## src/rtl/gyro_serial_pkg.sv

```systemverilog
// Shared constants and enumerations for the gyro serial responder.
package gyro_serial_pkg;

  localparam int unsigned FRAME_BITS = 48;
  localparam int unsigned RESP_BITS  = 16;

  localparam logic [15:0] RESP_NOP     = 16'h0000;
  localparam logic [15:0] RESP_ILLEGAL = 16'hDEAD;
  localparam logic [15:0] RESP_SHORT   = 16'hBAD0;

  typedef enum logic [3:0] {
    OP_NOP   = 4'h0,
    OP_WRITE = 4'h1,
    OP_READ  = 4'h2
  } opcode_e;

  typedef enum logic [1:0] {
    S_IDLE,
    S_RECV,
    S_EXEC,
    S_WAIT_LOW
  } state_e;

endpackage

```

## src/rtl/gyro_sig_sync.sv

```systemverilog
// 2-FF synchronizer with registered rise/fall pulses for an asynchronous level.
module gyro_sig_sync (
  input  logic clk,
  input  logic rst,
  input  logic d_i,
  output logic sync_o,
  output logic rise_o,
  output logic fall_o
);

  logic       meta_q, sync_q, prev_q;
  logic       rise_q, fall_q;
  logic [2:0] vld_q;

  // Edges are suppressed until prev_q holds a real sample, so a level that is
  // already high when reset releases never looks like a rising edge.
  always_ff @(posedge clk) begin
    if (rst) begin
      meta_q <= 1'b0;
      sync_q <= 1'b0;
      prev_q <= 1'b0;
      rise_q <= 1'b0;
      fall_q <= 1'b0;
      vld_q  <= '0;
    end else begin
      meta_q <= d_i;
      sync_q <= meta_q;
      prev_q <= sync_q;
      vld_q  <= {vld_q[1:0], 1'b1};
      rise_q <= vld_q[2] & sync_q & ~prev_q;
      fall_q <= vld_q[2] & ~sync_q & prev_q;
    end
  end

  assign sync_o = sync_q;
  assign rise_o = rise_q;
  assign fall_o = fall_q;

endmodule

```

## src/rtl/gyro_serial_responder.sv

```systemverilog
// Device-side gyro serial link: receives 48-bit commands, executes them against
// a small register file and shifts the 16-bit response out during the next frame.
module gyro_serial_responder
  import gyro_serial_pkg::*;
#(
  parameter int unsigned ADDR_W   = 4,
  parameter logic [15:0] ID_VALUE = 16'hA55A
) (
  input  logic        clk,
  input  logic        rst,
  input  logic        enable,
  input  logic        txclk,
  input  logic        DTX,
  input  logic        DSYNC,
  output logic        DRX,
  output logic        busy,
  output logic [15:0] frame_count,
  output logic [15:0] error_count,
  output logic [47:0] last_cmd
);

  localparam int unsigned RXC_W = $clog2(FRAME_BITS + 1);
  localparam int unsigned TXC_W = $clog2(RESP_BITS + 1);
  localparam logic [RXC_W-1:0] RX_LAST = RXC_W'(FRAME_BITS - 1);
  localparam logic [TXC_W-1:0] TX_END  = TXC_W'(RESP_BITS);

  logic tx_rise, tx_fall, txclk_lvl_unused;
  logic ds_rise, ds_fall, dsync_s;
  logic dtx_meta_q, dtx_s;

  gyro_sig_sync u_txclk_sync (
    .clk    (clk),
    .rst    (rst),
    .d_i    (txclk),
    .sync_o (txclk_lvl_unused),
    .rise_o (tx_rise),
    .fall_o (tx_fall)
  );

  gyro_sig_sync u_dsync_sync (
    .clk    (clk),
    .rst    (rst),
    .d_i    (DSYNC),
    .sync_o (dsync_s),
    .rise_o (ds_rise),
    .fall_o (ds_fall)
  );

  always_ff @(posedge clk) begin
    if (rst) begin
      dtx_meta_q <= 1'b0;
      dtx_s      <= 1'b0;
    end else begin
      dtx_meta_q <= DTX;
      dtx_s      <= dtx_meta_q;
    end
  end

  state_e                 state_q, state_d;
  logic [FRAME_BITS-1:0]  rx_sr_q, rx_sr_d;
  logic [RXC_W-1:0]       rx_cnt_q, rx_cnt_d;
  logic [TXC_W-1:0]       tx_cnt_q, tx_cnt_d;
  logic [15:0]            resp_q, resp_d;
  logic [15:0]            frame_cnt_q, frame_cnt_d;
  logic [15:0]            err_cnt_q, err_cnt_d;
  logic [FRAME_BITS-1:0]  last_cmd_q, last_cmd_d;
  logic [15:0]            regs_q [2**ADDR_W];

  logic                   frame_start;
  logic [3:0]             cmd_op;
  logic [ADDR_W-1:0]      cmd_addr;
  logic [15:0]            cmd_data;
  logic [15:0]            exec_resp;
  logic                   exec_wr;
  logic                   wr_en;

  assign frame_start = enable & ds_rise;
  assign cmd_op      = rx_sr_q[FRAME_BITS-1 -: 4];
  assign cmd_addr    = rx_sr_q[32 +: ADDR_W];
  assign cmd_data    = rx_sr_q[15:0];

  // State register
  always_ff @(posedge clk) begin
    if (rst) state_q <= S_IDLE;
    else     state_q <= state_d;
  end

  // Next-state logic
  always_comb begin
    state_d = state_q;
    case (state_q)
      S_IDLE:     if (frame_start) state_d = S_RECV;
      S_RECV: begin
        if (!enable || ds_fall)                  state_d = S_IDLE;
        else if (tx_rise && rx_cnt_q == RX_LAST) state_d = S_EXEC;
      end
      S_EXEC:     state_d = S_WAIT_LOW;
      S_WAIT_LOW: if (!enable || !dsync_s) state_d = S_IDLE;
      default:    state_d = S_IDLE;
    endcase
  end

  // Outputs
  always_comb begin
    busy = (state_q != S_IDLE);
    DRX  = enable & resp_q[15];
  end

  // Register 0 is never written; reads of it return the ID constant.
  always_comb begin
    exec_resp = RESP_NOP;
    exec_wr   = 1'b0;
    case (cmd_op)
      OP_WRITE: begin
        if (cmd_addr == '0) begin
          exec_resp = ID_VALUE;
        end else begin
          exec_resp = cmd_data;
          exec_wr   = 1'b1;
        end
      end
      OP_READ:  exec_resp = (cmd_addr == '0) ? ID_VALUE : regs_q[cmd_addr];
      OP_NOP:   exec_resp = RESP_NOP;
      default:  exec_resp = RESP_ILLEGAL;
    endcase
  end

  always_comb begin
    rx_sr_d     = rx_sr_q;
    rx_cnt_d    = rx_cnt_q;
    tx_cnt_d    = tx_cnt_q;
    resp_d      = resp_q;
    frame_cnt_d = frame_cnt_q;
    err_cnt_d   = err_cnt_q;
    last_cmd_d  = last_cmd_q;
    wr_en       = 1'b0;
    case (state_q)
      S_IDLE: begin
        if (frame_start) begin
          rx_cnt_d = '0;
          tx_cnt_d = '0;
          // A txclk rise coincident with the frame start is the first bit.
          if (tx_rise) begin
            rx_sr_d  = {rx_sr_q[FRAME_BITS-2:0], dtx_s};
            rx_cnt_d = RXC_W'(1);
          end
        end
      end
      S_RECV: begin
        if (!enable) begin
          resp_d = '0;
        end else if (ds_fall) begin
          resp_d = RESP_SHORT;
          if (err_cnt_q != 16'hFFFF) err_cnt_d = err_cnt_q + 16'd1;
        end else begin
          if (tx_rise) begin
            rx_sr_d  = {rx_sr_q[FRAME_BITS-2:0], dtx_s};
            rx_cnt_d = rx_cnt_q + RXC_W'(1);
          end
          if (tx_fall && tx_cnt_q < TX_END) begin
            resp_d   = {resp_q[14:0], 1'b0};
            tx_cnt_d = tx_cnt_q + TXC_W'(1);
          end
        end
      end
      S_EXEC: begin
        resp_d      = exec_resp;
        last_cmd_d  = rx_sr_q;
        frame_cnt_d = frame_cnt_q + 16'd1;
        wr_en       = exec_wr;
      end
      S_WAIT_LOW: if (!enable) resp_d = '0;
      default: ;
    endcase
  end

  always_ff @(posedge clk) begin
    if (rst) begin
      rx_sr_q     <= '0;
      rx_cnt_q    <= '0;
      tx_cnt_q    <= '0;
      resp_q      <= '0;
      frame_cnt_q <= '0;
      err_cnt_q   <= '0;
      last_cmd_q  <= '0;
    end else begin
      rx_sr_q     <= rx_sr_d;
      rx_cnt_q    <= rx_cnt_d;
      tx_cnt_q    <= tx_cnt_d;
      resp_q      <= resp_d;
      frame_cnt_q <= frame_cnt_d;
      err_cnt_q   <= err_cnt_d;
      last_cmd_q  <= last_cmd_d;
    end
  end

  always_ff @(posedge clk) begin
    if (rst)        regs_q <= '{default: '0};
    else if (wr_en) regs_q[cmd_addr] <= cmd_data;
  end

  assign frame_count = frame_cnt_q;
  assign error_count = err_cnt_q;
  assign last_cmd    = last_cmd_q;

endmodule

```

## config.mk

```make
export PLATFORM = sky130hd
export DESIGN_NAME = gyro_serial_responder
export DESIGN_NICKNAME = d
export VERILOG_FILES = /design/src/rtl/gyro_serial_pkg.sv /design/src/rtl/gyro_sig_sync.sv /design/src/rtl/gyro_serial_responder.sv
export SDC_FILE = /design/constraint.sdc
export NUM_CORES = 1
export LEC_CHECK = 0
export BUFFER_PORTS_ARGS = -buffer_cell sky130_fd_sc_hd__buf_2
export CAP_MARGIN = 20
export CORE_ASPECT_RATIO = 1.2
export CORE_MARGIN = 2
export CORE_UTILIZATION = 43
export DETAILED_ROUTE_END_ITERATION = 7
export PLACE_DENSITY = 0.64
export SLEW_MARGIN = 20
export SYNTH_ARGS = -nofsm -noshare
export SYNTH_HDL_FRONTEND = slang
export SYNTH_SLANG_ARGS = --single-unit
```

## constraint.sdc

```tcl
create_clock -name clk -period 2.8 [get_ports clk]
set_input_delay 0.56 -clock clk [delete_from_list [all_inputs] [get_ports clk]]
set_output_delay 0.56 -clock clk [all_outputs]
set_load 0.02 [all_outputs]
```

# ---- After elaboration in Yosys (flattened, before gate mapping)
# Index checks and enable logic that the tools add are counted.
# W data, S select, Z words.
dict set report totals {
  ff_bits 431
  inputBits 6
}
dict set report op_classes {
  add_sub_neg 4
  magnitude_cmp 3
  eq_ne 16
  muxes 40
  n_bitwise 15
  reduce_logical 19
}
# cell n
set op_table {}
lappend op_table {{$bwmux W256} 1}
lappend op_table {{$mux W48} 4}
lappend op_table {{$mux W16} 9}
lappend op_table {{$pmux W16 S3} 2}
lappend op_table {{$pmux W48 S2} 1}
lappend op_table {{$bmux W16 S4} 1}
lappend op_table {{$demux W16 S4} 1}
lappend op_table {{$add A16 B1 Y16 const B} 2}
lappend op_table {{$mux W6} 4}
lappend op_table {{$mux W5} 4}
lappend op_table {{$ne A16 B16 Y1 const B} 1}
lappend op_table {{$ne A2 B2 Y1 const B} 6}
lappend op_table {{$pmux W6 S2} 1}
lappend op_table {{$and A1 B1 Y1} 10}
lappend op_table {{$pmux W5 S2} 1}
lappend op_table {{$reduce_and A5 Y1} 2}
lappend op_table {{$logic_not A4 Y1} 2}
lappend op_table {{$mux W2} 4}
lappend op_table {{$pmux W2 S4} 1}
lappend op_table {{$reduce_and A4 Y1} 2}
lappend op_table {{$add A6 B1 Y6 const B} 1}
lappend op_table {{$eq A6 B6 Y1 const B} 1}
lappend op_table {{$mux W1} 6}
lappend op_table {{$reduce_and A3 Y1} 2}
lappend op_table {{other kinds (19)} 28}

# ---- Depth between registers and ports, before layout
dict set report depth {
  word_depth 7
  mapped_depth 10
  mapped_depth_nobuf 6
}

# ---- Hierarchy
# A second synthesis with hierarchy kept.
dict set report unflattened {
  hier_cells 2138
  hier_area_um2 17677.0
}
# module n_inst cells_per_inst area_each_um2 seq_area_each_um2
set modules_own_cells {}
lappend modules_own_cells {gyro_serial_responder 1 2106 17211.5 8147.8}
lappend modules_own_cells {gyro_sig_sync 2 16 232.7 160.2}

# ---- Worst setup path after synthesis
# OpenSTA, ideal clock, no wires.
dict set report synth_timing {
  kind {register to register}
  start {reg rx_sr_q[46]}
  end {reg regs_q[197] (netlist bit)}
  setup_time_ns 0.132
  arrival_ns 2.278
  t_required_ns 2.668
  path_slack_ns 0.390
  stages_incl_launch_ff 11
  n_path_buf 5
  period_less_slack_ns 2.410
  cell_sequence {dfxtp_1 -> buf_6 -> or4b_4 -> buf_6 -> or3_1 -> buf_6 -> or3_1 -> buf_2 -> buf_6 -> nand2_1 -> a21oi_1}
}
dict set report synth_via {
  elab_chain_cells 3
}
# item line
set synth_lines {}
lappend synth_lines {{start: declaration} gyro_serial_responder.sv:60} ;# logic [FRAME_BITS-1:0] rx_sr_q, rx_sr_d;
lappend synth_lines {{start signal: assignment} gyro_serial_responder.sv:187} ;# rx_sr_q <= rx_sr_d;
lappend synth_lines {{$eq A4 B1 Y1} gyro_serial_responder.sv:113} ;# case (cmd_op)
lappend synth_lines {{$mux W1} gyro_serial_responder.sv:113}
lappend synth_lines {{$mux W1} gyro_serial_responder.sv:137} ;# case (state_q)
lappend synth_lines {{end signal: indexed assignment} gyro_serial_responder.sv:199} ;# else if (wr_en) regs_q[cmd_addr] <= cmd_data;
lappend synth_lines {{end: declaration} gyro_serial_responder.sv:67} ;# logic [15:0] regs_q [2**ADDR_W];
# No other way between the ends.
# A chain may end at the register's enable or synchronous reset.

# ---- Final worst setup path
dict set report layout_timing {
  start {reg rx_sr_q[47]}
  end {reg regs_q[192] (netlist bit)}
}
# The elaborated chain is that of the path after synthesis.

==> impl_summary.md <==
Min path
The class of the tightest hold or removal check is primary input to register. The startpoint identified for the worst hold timing path is DTX. The worst hold path terminates at dtx_meta_q.

The worst hold path passes through 2 cells.

Power and ir drop
Dividing total power by cell area gives a power density of 572.9 mW/mm2. In this run the static leakage power is 6.719 nW. The total power is 11.51 mW.

Across the VDD grid, the largest voltage drop is just over 400 uV.

Placed design
The final weighted congestion in routability-driven placement is 0.8827. The port buffer count is 87. At the placement stage, the worst setup path has a slack of approximately 300 ps. After detailed placement, the total cell area comes to roughly 0.019 mm2. Detailed placement finished with a half-perimeter wire length of 31140 um.

CTS
Gates resized during post-CTS repair numbered 0. The number of buffers inserted for hold repair after clock tree synthesis is 0. In this run the number of H-tree levels came out at 2. No sink is reached through more buffers than the 3 on the longest clock path. The clock tree from TritonCTS is built. At the later pin of the worst-skew pair, clock insertion delay measures 540 ps.

The TritonCTS buffer count is approximately 40. The total clock sinks is between 400 and 500. The tree is rooted in a clkbuf_16. The total setup buffers inserted after CTS is 0. After clock tree synthesis, the clock-pin slew on the worst setup and hold paths is about 60 ps.

Floorplanning
The width of the die is 189.1 um. The floorplan has 81 rows. The total area inside the core boundary comes to between 0.04 and 0.05 mm2.

The overall die area is 0.04277 mm2. The die is 226.1 um tall. The number of top-level pins is 88. For this configuration, the core starts out at a cell density of between 40% and 50%.

Layout
The number of filler cells placed in the layout is 3885. The antenna cell count is 0. After the last flow step, the layout net total stands at ~2100.

With fillers left out, the area of the finished cells amounts to 0.02010 mm2. The area growth from synthesis to layout is 13.65%. The layout cell share with drive strength beyond 1 is ~14%.

Yosys
Counting every net in the synthesized netlist gives ~2100. The number of distinct standard cells referenced by the synthesized netlist is 60. The async set-reset flop share out of synthesis is 0%.

The largest area contributor in the netlist is dfxtp_1. By area the synthesized netlist is led by dfxtp_1 (48%), nand2_1 (10%), a21oi_1 (8.7%), mux4_2 (6.1%), nand3_1 (5.5%). The share of synthesized area occupied by flip-flops and latches is 47.55%.

The count of synthesis-stage warnings from yosys is 0. For this run, the leading register cell type out of synthesis is dfxtp_1. The count of flip-flops with a built-in enable after synthesis is 0. Synthesis inferred 420 register bits. The mean post-synth cell area is ~8.5 um2. After synthesis the cells add up to roughly 0.018 mm2.

Summed over its instances, the top area cell type makes up between 40% and 50% of the synthesized netlist area. The count of mapped cells out of synthesis is 2083.

Drt
The residual antenna-violating net count after detailed routing is 0. The total number of vias is approximately 15000. The average routed wire per standard cell is approximately 18 um. After detailed routing, the number of remaining DRC violations is 0. The number of DRC markers after the initial detailed-route iteration is between 1000 and 1500. Summed over all layers, the routed wires come to 48650 um. The first detailed-routing pass took 5 iterations.

The detailed-route vias per instance is around 5.6.

Setup path
The kind of critical path is register to register. The family with the most delay on the worst path is simple AND/OR/NAND/NOR gates. The slowest stage of the critical path is the or3_1 cell. Traced cell by cell, the critical path runs through or4b_4 -> or3_1 -> or3_1 -> nand2_1 -> a21oi_1. Data arrives at the worst endpoint at approximately 2900 ps. The critical path contains buffers and inverters numbering 0 combined. The cell occurring most often along the worst timing path is or3_1. The sort of element at the end of the critical path is a register.

The worst register-to-register path ends at regs_q[192]. For the worst setup path, the data required time is around 3200 ps. The worst setup path is launched from a register. The minimum setup slack among reg-to-reg paths is ~250 ps. The worst setup path startpoint is rx_sr_q[47]. In this run the worst path has a maximum fanout of 16.

The worst register-to-register path begins at rx_sr_q[47]. For the worst flop-to-flop path, the logic depth is 5. The stage delay of the slowest cell on the critical path is roughly 630 ps.

Timing
Final hold analysis gives a worst-case slack of 236.7 ps. Clock skew on the completed layout was measured at between 10 and 15 ps. The time the worst path needs with I/O delays and setup is 2553 ps. Setup repair after global routing left no endpoint under its margin. The max-slew violation count is 0. The ratio of final minimum period to clock period is between 90% and 100%. For this run, the top clock speed supported by timing is a little under 400 MHz. Setup violations remaining at the end of the flow were counted as 0. The headroom to the max-slew limit is a little over a third. For the pin with the worst max-slew slack, the measured transition is between 900 and 1000 ps.

The sum of negative setup slack is 0 ps. The total count of hold-check failures in the final report is 0. The post-route worst setup slack is about 250 ps.

Global route
For this run, the total global-route usage over all layers was measured as 22.25%. The residual overflow from global routing is 0. The number of global-route vias before repair is between 10000 and 15000. The global-route wire length before repair is between 70000 and 80000 um. The largest net degree at the start of global routing is between 150 and 200. The initial antenna violation count is 0.

Flow run
The max-capacitance violation count is 0.

Outcome
The flow ran to the end, and the final reports show no timing, DRC or antenna violations.
state kept, by name, summed over array words and instances, names as in the netlist, 3 cells and up, named ones only:
signal / count
tx_cnt_q: 5
error_count: 16
rx_sr_q: 48
frame_count: 16
u_dsync_sync.vld_q: 3
rx_cnt_q: 6
regs_q: 248
last_cmd: 48
resp_q: 16
metal layers:
metal / part of all wire, % / vias to the layer above / wire length, um / track usage (%)
met1: 42 / 7156 / 20640 / 28.32
met5: 0 / - / 0 / 0
met2: 49 / 457 / 23680 / 38.18
li1: - / 7184 / - / -
met4: 3.1 / 0 / 1498 / 7.913
met3: 5.8 / 92 / 2829 / 3.497
stage by stage:
step                utilization, %  cells
global route                 49.45   2665
detailed placement           46.27   2595
floorplan                        -   2083
CTS                          49.45   2665
finish                       49.45   2665
global placement             46.27   2595
where the power goes:
group	internal, mW	leakage (nW)	switching, mW	total, mW
Sequential	5.98	3.38	0.00304	5.98
Clock	3.11	0.637	2.29	5.40
Combinational	0.0200	2.70	0.110	0.130
Total	9.11	6.72	2.40	11.5
synth_stat cells, types with 4 or more instances:
cell type	number
a211oi_1	6
a21oi_1	307
a22o_1	4
a22oi_1	18
a31oi_1	12
a41o_1	5
and2_1	5
and3_1	8
and4_1	4
buf_1	27
buf_2	20
buf_6	5
clkbuf_1	144
dfxtp_1	420
ha_1	4
inv_1	4
mux2i_1	80
mux4_2	48
nand2_1	475
nand2b_1	10
nand3_1	193
nand4_1	13
nand4b_1	4
nor2_1	111
nor2b_1	26
nor3_1	5
nor3b_1	4
o211ai_1	11
o21ai_0	25
xnor2_1	7
xor2_1	29
final cells by class:
type / count / area, um2 / area share (%)
multi-input combinational: 1460 / 8502 / 42.30
sequential: 420 / 8416 / 41.88
timing repair buffer: 172 / 1196 / 5.952
clock buffer: 59 / 1184 / 5.890
tap: 539 / 674.4 / 3.356
clock inverter: 11 / 110.1 / 0.5479
inverter: 4 / 15.01 / 0.07471
kinds of logic after synthesis:
group / synth area share (%)
and+or+nand+nor: 21.86
DFF: 47.55
AOI/OAI and AO/OA: 13.09
buffers and inverters: 4.727
muxes: 10.71
xor gates and xnor gates: 1.783
adders and majority gates: 0.2830
worst max path at each step:
stage | to | slack, ps | cells after the start
floorplan | regs_q[197] | 390 | 10
global placement | regs_q[143] | 380 | 6
detailed placement | regs_q[140] | 300 | 6
CTS | regs_q[192] | 270 | 5
global route | regs_q[194] | 160 | 5
finish | regs_q[192] | 250 | 5
layout by cell type (no fill, tap or decap), types with 4 or more instances in the layout:
| cell | instances |
|---|---|
| nand2_1 | 474 |
| a31oi_1 | 12 |
| mux2i_1 | 80 |
| buf_2 | 86 |
| o211ai_1 | 11 |
| a41o_1 | 5 |
| a21oi_1 | 307 |
| a22oi_1 | 18 |
| nor3_1 | 5 |
| buf_12 | 9 |
| nand3_1 | 193 |
| nor3b_1 | 4 |
| a211oi_1 | 6 |
| nand2b_1 | 9 |
| dfxtp_1 | 418 |
| xor2_1 | 29 |
| o21ai_0 | 25 |
| clkbuf_8 | 9 |
| a22o_1 | 4 |
| nand4_1 | 13 |
| clkinv_2 | 7 |
| and3_1 | 8 |
| clkbuf_1 | 9 |
| nor2b_1 | 22 |
| nand4b_1 | 4 |
| xnor2_1 | 7 |
| inv_1 | 4 |
| mux4_2 | 48 |
| nor2_1 | 111 |
| and4_1 | 4 |
| buf_4 | 76 |
| clkbuf_16 | 41 |
| ha_1 | 4 |
Note: power is estimated with default switching activity, not from simulation.
